### src/rtl/result_digit_pkg.sv
// Shared types and constants for the result-to-digit display block.
package result_digit_pkg;

  typedef enum logic [0:0] {
    IDLE = 1'b0,
    CONV = 1'b1
  } state_t;

  localparam logic MODE_HEX = 1'b0;
  localparam logic MODE_DEC = 1'b1;

  localparam int MAX_DIGITS = 8;

  localparam logic [3:0] BCD_ADJ_THRESH = 4'd5;
  localparam logic [3:0] BCD_ADJ_ADD    = 4'd3;

endpackage

### src/rtl/result_digit_display_dabble.sv
// One double-dabble iteration: add-3 adjust on every BCD nibble, then shift in one bit.
module bcd_dabble_step
  import result_digit_pkg::*;
#(
  parameter int NUM_DIGITS = 4
) (
  input  logic [4*NUM_DIGITS-1:0] bcd,
  input  logic                    shift_in,
  output logic [4*NUM_DIGITS-1:0] bcd_next,
  output logic                    carry
);

  logic [4*NUM_DIGITS-1:0] adj;

  for (genvar g = 0; g < NUM_DIGITS; g++) begin : g_adj
    assign adj[4*g +: 4] = (bcd[4*g +: 4] >= BCD_ADJ_THRESH) ?
                           bcd[4*g +: 4] + BCD_ADJ_ADD : bcd[4*g +: 4];
  end

  // Bit leaving the top nibble is the overflow into a digit we do not keep.
  assign {carry, bcd_next} = {adj, shift_in};

endmodule

### src/rtl/result_digit_display.sv
// Halt-time result capture: hex nibble slice or sequential double-dabble to NUM_DIGITS digits.
// Optional leading-zero blank mask enabled by defining LEADING_ZERO_BLANK_EN.
module result_digit_display
  import result_digit_pkg::*;
#(
  parameter int DATA_W     = 32,
  parameter int NUM_DIGITS = 4,
  parameter int CNT_W      = 6
) (
  input  logic                    clk,
  input  logic                    reset,
  input  logic                    hlt,
  input  logic                    mode,
  input  logic [DATA_W-1:0]       Result,
  output logic [4*NUM_DIGITS-1:0] digits,
  output logic                    valid,
  output logic                    busy,
  output logic                    overflow,
  output logic [NUM_DIGITS-1:0]   blank
);

  localparam int BCD_W = 4*NUM_DIGITS;

  state_t              state;
  logic                hlt_q, pending, mode_q, sticky;
  logic [DATA_W-1:0]   res_q, sh;
  logic [BCD_W-1:0]    bcd, bcd_next, digits_d;
  logic                carry, hex_ovf, trigger, last_shift, done;
  logic [CNT_W-1:0]    cnt;

  bcd_dabble_step #(.NUM_DIGITS(NUM_DIGITS)) u_step (
    .bcd      (bcd),
    .shift_in (sh[DATA_W-1]),
    .bcd_next (bcd_next),
    .carry    (carry)
  );

  if (BCD_W < DATA_W) begin : g_hex_ovf
    assign hex_ovf = |sh[DATA_W-1:BCD_W];
  end else begin : g_no_hex_ovf
    assign hex_ovf = 1'b0;
  end

  // pending covers a Result that changed and changed back mid-conversion.
  assign trigger    = hlt && (!hlt_q || (Result != res_q) || pending);
  assign last_shift = (cnt == CNT_W'(DATA_W-1));
  assign done       = (state == CONV) && hlt && ((mode_q == MODE_HEX) || last_shift);
  assign digits_d   = (mode_q == MODE_DEC) ? bcd_next : sh[BCD_W-1:0];

  always_ff @(posedge clk or negedge reset) begin
    if (!reset) begin
      state    <= IDLE;
      hlt_q    <= 1'b0;
      res_q    <= '0;
      pending  <= 1'b0;
      mode_q   <= MODE_HEX;
      sticky   <= 1'b0;
      sh       <= '0;
      bcd      <= '0;
      cnt      <= '0;
      digits   <= '0;
      valid    <= 1'b0;
      busy     <= 1'b0;
      overflow <= 1'b0;
    end else begin
      hlt_q <= hlt;
      if (!hlt) begin
        state    <= IDLE;
        pending  <= 1'b0;
        digits   <= '0;
        valid    <= 1'b0;
        busy     <= 1'b0;
        overflow <= 1'b0;
      end else begin
        case (state)
          IDLE: if (trigger) begin
            sh      <= Result;
            res_q   <= Result;
            mode_q  <= mode;
            cnt     <= '0;
            bcd     <= '0;
            sticky  <= 1'b0;
            pending <= 1'b0;
            busy    <= 1'b1;
            state   <= CONV;
          end
          CONV: begin
            if (Result != res_q) pending <= 1'b1;
            if (done) begin
              digits   <= digits_d;
              overflow <= (mode_q == MODE_HEX) ? hex_ovf : (sticky | carry);
              valid    <= 1'b1;
              busy     <= 1'b0;
              state    <= IDLE;
            end else begin
              bcd    <= bcd_next;
              sh     <= sh << 1;
              sticky <= sticky | carry;
              cnt    <= cnt + CNT_W'(1);
            end
          end
          default: state <= IDLE;
        endcase
      end
    end
  end

`ifdef LEADING_ZERO_BLANK_EN
  logic [NUM_DIGITS-1:0] blank_d;

  // Digit i blanks only if it and every more significant digit are zero.
  always_comb begin
    logic zero_above;
    blank_d    = '0;
    zero_above = 1'b1;
    for (int i = NUM_DIGITS-1; i >= 1; i--) begin
      zero_above = zero_above && (digits_d[4*i +: 4] == 4'd0);
      blank_d[i] = zero_above;
    end
  end

  always_ff @(posedge clk or negedge reset) begin
    if (!reset)    blank <= '0;
    else if (!hlt) blank <= '0;
    else if (done) blank <= blank_d;
  end
`else
  assign blank = '0;
`endif

endmodule
### config.mk
export PLATFORM = sky130hd
export DESIGN_NAME = result_digit_display
export DESIGN_NICKNAME = d
export VERILOG_FILES = /design/src/rtl/result_digit_pkg.sv /design/src/rtl/result_digit_display_dabble.sv /design/src/rtl/result_digit_display.sv
export SDC_FILE = /design/constraint.sdc
export NUM_CORES = 1
export LEC_CHECK = 0
export ABC_CLOCK_PERIOD_IN_PS = 2100
export CAP_MARGIN = 20
export CORE_MARGIN = 2
export CORE_UTILIZATION = 45
export DETAILED_ROUTE_END_ITERATION = 12
export PLACE_DENSITY = 0.78
export SLEW_MARGIN = 25
export SYNTH_ARGS = -nofsm -noshare
export SYNTH_HDL_FRONTEND = slang
export SYNTH_SLANG_ARGS = --single-unit
export TNS_END_PERCENT = 20
### constraint.sdc
create_clock -name clk -period 2.1 [get_ports clk]
set_input_delay 0.42 -clock clk [delete_from_list [all_inputs] [get_ports clk]]
set_output_delay 0.42 -clock clk [all_outputs]
set_load 0.03 [all_outputs]
==> run metrics <==
clock latency on the worst-skew pair 0.36 ns; Leak 3.253 nW; Max Fclk 0.4477 GHz; clk buf depth 2; Vias/cell 5.746; Worst Setup End Kind flop; io pins 59; CTS Sinks 110; clock skew 0.01073 ns; Die X 115.8 µm; r2r setup slk -0.13 ns; ys async rst share 1.000; worst setup path startpoint res_q[30]; largest net degree at the start of global routing 42; Netlist Area Pre-Place 5628 µm²; Syn Area/Cell 11.30 µm²; Max H-tree Level 3; final worst path period share 1.064; layout net count 648; root buffer cell clkbuf_16; final hold slack -0.005372 ns; post-layout min period 2.234 ns; EDFF count, synth 0; dominant cell type by area after synthesis dfrtp_1; Synth area leaders dfrtp_1 49%, mux2_4 6.9%, xnor2_1 5.8%, o2bb2ai_1 3.3%, o21ai_0 3.2%; residual overflow from global routing 0; DRC Markers 0; most common flop cell mapped by yosys dfrtp_1; Max FO, Critical Path 6; hpwl dp 9.920 mm; max cap viols 0; post-placement cell count 751; pwr dens 1058 nW/µm²; final setup fails 62; Cell variety after synth 42; sequential element share of the synthesized area 0.4891; final cell count without fillers 775; register bit count reported by yosys 110; Worst-path clk slew 0.08 ns; RSZ-0062 raised after global routing true; RD Place Congestion 0.8685; Core Rows 40; DRT Wirelength 14.62 mm; gr usage total 0.2293; worst flop-to-flop path endpoint res_q[31]; vias in the first global route 4,584; DRT Pass-1 Iters 5; synth-to-layout area growth 30.01%; fin. max-slew vios 0; Num CTS Buffers 9; CTS tree done; PortBufs 54; antenna diode count 0; antenna violations before repair 0; final hold vios 8; VDD IR max 0.7664 mV; Post-DP Area 6759 µm²; Worst Hold Class input port to async pin; ANT nets after route 0; Yosys warnings 0; first-pass GRT wire length 23.65 mm; initial core utilization 0.4647; Critical Path Source Type flop; fin worst setup slack -0.1338 ns; vias 4,453; WL per Instance 18.86 µm; CP Data Arrival Time 2.47 ns; Vert. Die Dim 115.8 µm; worst reg-to-reg path cell count 8; status complete, but fails checks; Core ar. 12,110 µm²; WS Path Type flop to flop; Final Cell Area 7317 µm²; Worst R2R Start res_q[30]; # hold bufs at CTS 0; CP required 2.34 ns; post-synthesis cell count 498; Synth top area share 0.4891; failing checks negative hold slack, negative setup slack; Final Total Pwr 7.743 mW; layout cells sized above 1 0.2438; area of the die 13,420 µm²; initial DRC count 291
[placed cells by master, fill, tap and decap left out, drive strengths merged, types with 12 or more instances in the layout]
cell type / instances
nand2: 38
o2bb2ai: 21
clkdlybuf4s50: 26
a22o: 19
a22oi: 21
dfrtp: 110
o21ai: 37
a21oi: 14
dlygate4sd2: 26
nand2b: 13
mux2: 36
mux2i: 12
buf: 71
inv: 15
xnor2: 37
[registers in the layout, summed over array words and instances (netlist names)]
| name | count |
|---|---|
| bcd | 16 |
| mode_q | 1 |
| valid | 1 |
| cnt | 6 |
| pending | 1 |
| busy | 1 |
| overflow | 1 |
| digits | 16 |
| hlt_q | 1 |
| sticky | 1 |
| sh | 32 |
| state | 1 |
| res_q | 32 |
[worst max-delay path, cell delays in order (launching register included)]
cell and delay [ns]:
dfrtp_1 0.41, xnor2_1 0.21, nand4_1 0.20, nor4_4 0.35
and4_4 0.29, nor3_4 0.06, buf_6 0.13, buf_16 0.14
mux2_4 0.30
[worst max path at each step]
stage	to	slack, ns	depth (start not counted)
2_1_floorplan	mode_q	0.04	8
3_3_place_gp	res_q[7]	-0.61	8
3_5_place_dp	res_q[21]	-0.68	8
4_1_cts	res_q[11]	-0.14	8
5_1_grt	res_q[31]	-0.23	8
6_report	res_q[31]	-0.13	8
[repair_timing]
item                                    4_1_cts  5_1_grt
endpoints found under the setup margin       90       79
setup buffers                                 1        6
pin swaps                                    28       18
gates resized for setup                      37       24
cloned                                        2        1
[cell usage after synthesis, types with 5 or more instances]
library cell  count
o21ai_0          36
mux2_4           26
a22oi_1          21
xnor2_1          37
mux2_2           10
clkbuf_1         17
a21oi_1          13
nand2b_1         13
nor3b_1           7
inv_1            13
nand2_1          38
nand4_1          11
buf_2             9
dfrtp_1         110
o31ai_1           5
a22o_1           19
mux2i_1          12
o2bb2ai_1        21
a221o_1          10
ha_1              9
nor2_1            9
o211ai_1          7
and3_1           11
[cells by family (layout without fill, tap and decap cells)]
family                   after synthesis  in the layout  share of synthesized area
XOR/XNOR                              39             39                    0.06069
AND/OR/NAND/NOR                      106            106                     0.1023
adder cells (fa/ha/maj)                9              9                    0.02001
AO/OA/AOI/OAI                        138            138                     0.1765
flip-flops                           110            110                     0.4891
other                                  1              4                  0.0006663
buffers and inverters                 47            153                    0.04002
multiplexers                          48             48                     0.1107
[metrics by stage]
stage	TNS (ns)	util	setup WS (ns)
global placement	-47.95	0.5581	-0.6058
detailed placement	-53.63	0.5581	-0.6756
global route	-14.08	0.6041	-0.2299
floorplan	0	-	0.03729
CTS	-2.063	0.5932	-0.1363
finish	-4.291	0.6041	-0.1338
[where the power goes]
part / total (mW) / internal, mW / switching (mW)
sequential: 3.19 / 2.65 / 0.536
clock: 1.87 / 1.05 / 0.814
combinational: 2.69 / 1.39 / 1.30
total: 7.74 / 5.09 / 2.65
[area by class of cell]
type | count | area (µm²)
Inverter | 13 | 48.80
Clock buffer | 9 | 225.2
Timing Repair Buffer | 125 | 1180
Fill cell | 1005 | 4795
Clock inverter | 6 | 95.09
Sequential cell | 110 | 2753
Tap cell | 168 | 210.2
Multi-Input combinational cell | 344 | 2805
[per-layer routing]
metal,global-route usage,wire (µm)
met3,0.05178,777
met4,0.06270,398
met2,0.3809,7146
met1,0.3049,6292
met5,0,0
No activity file was read; power rests on OpenSTA's default activity.
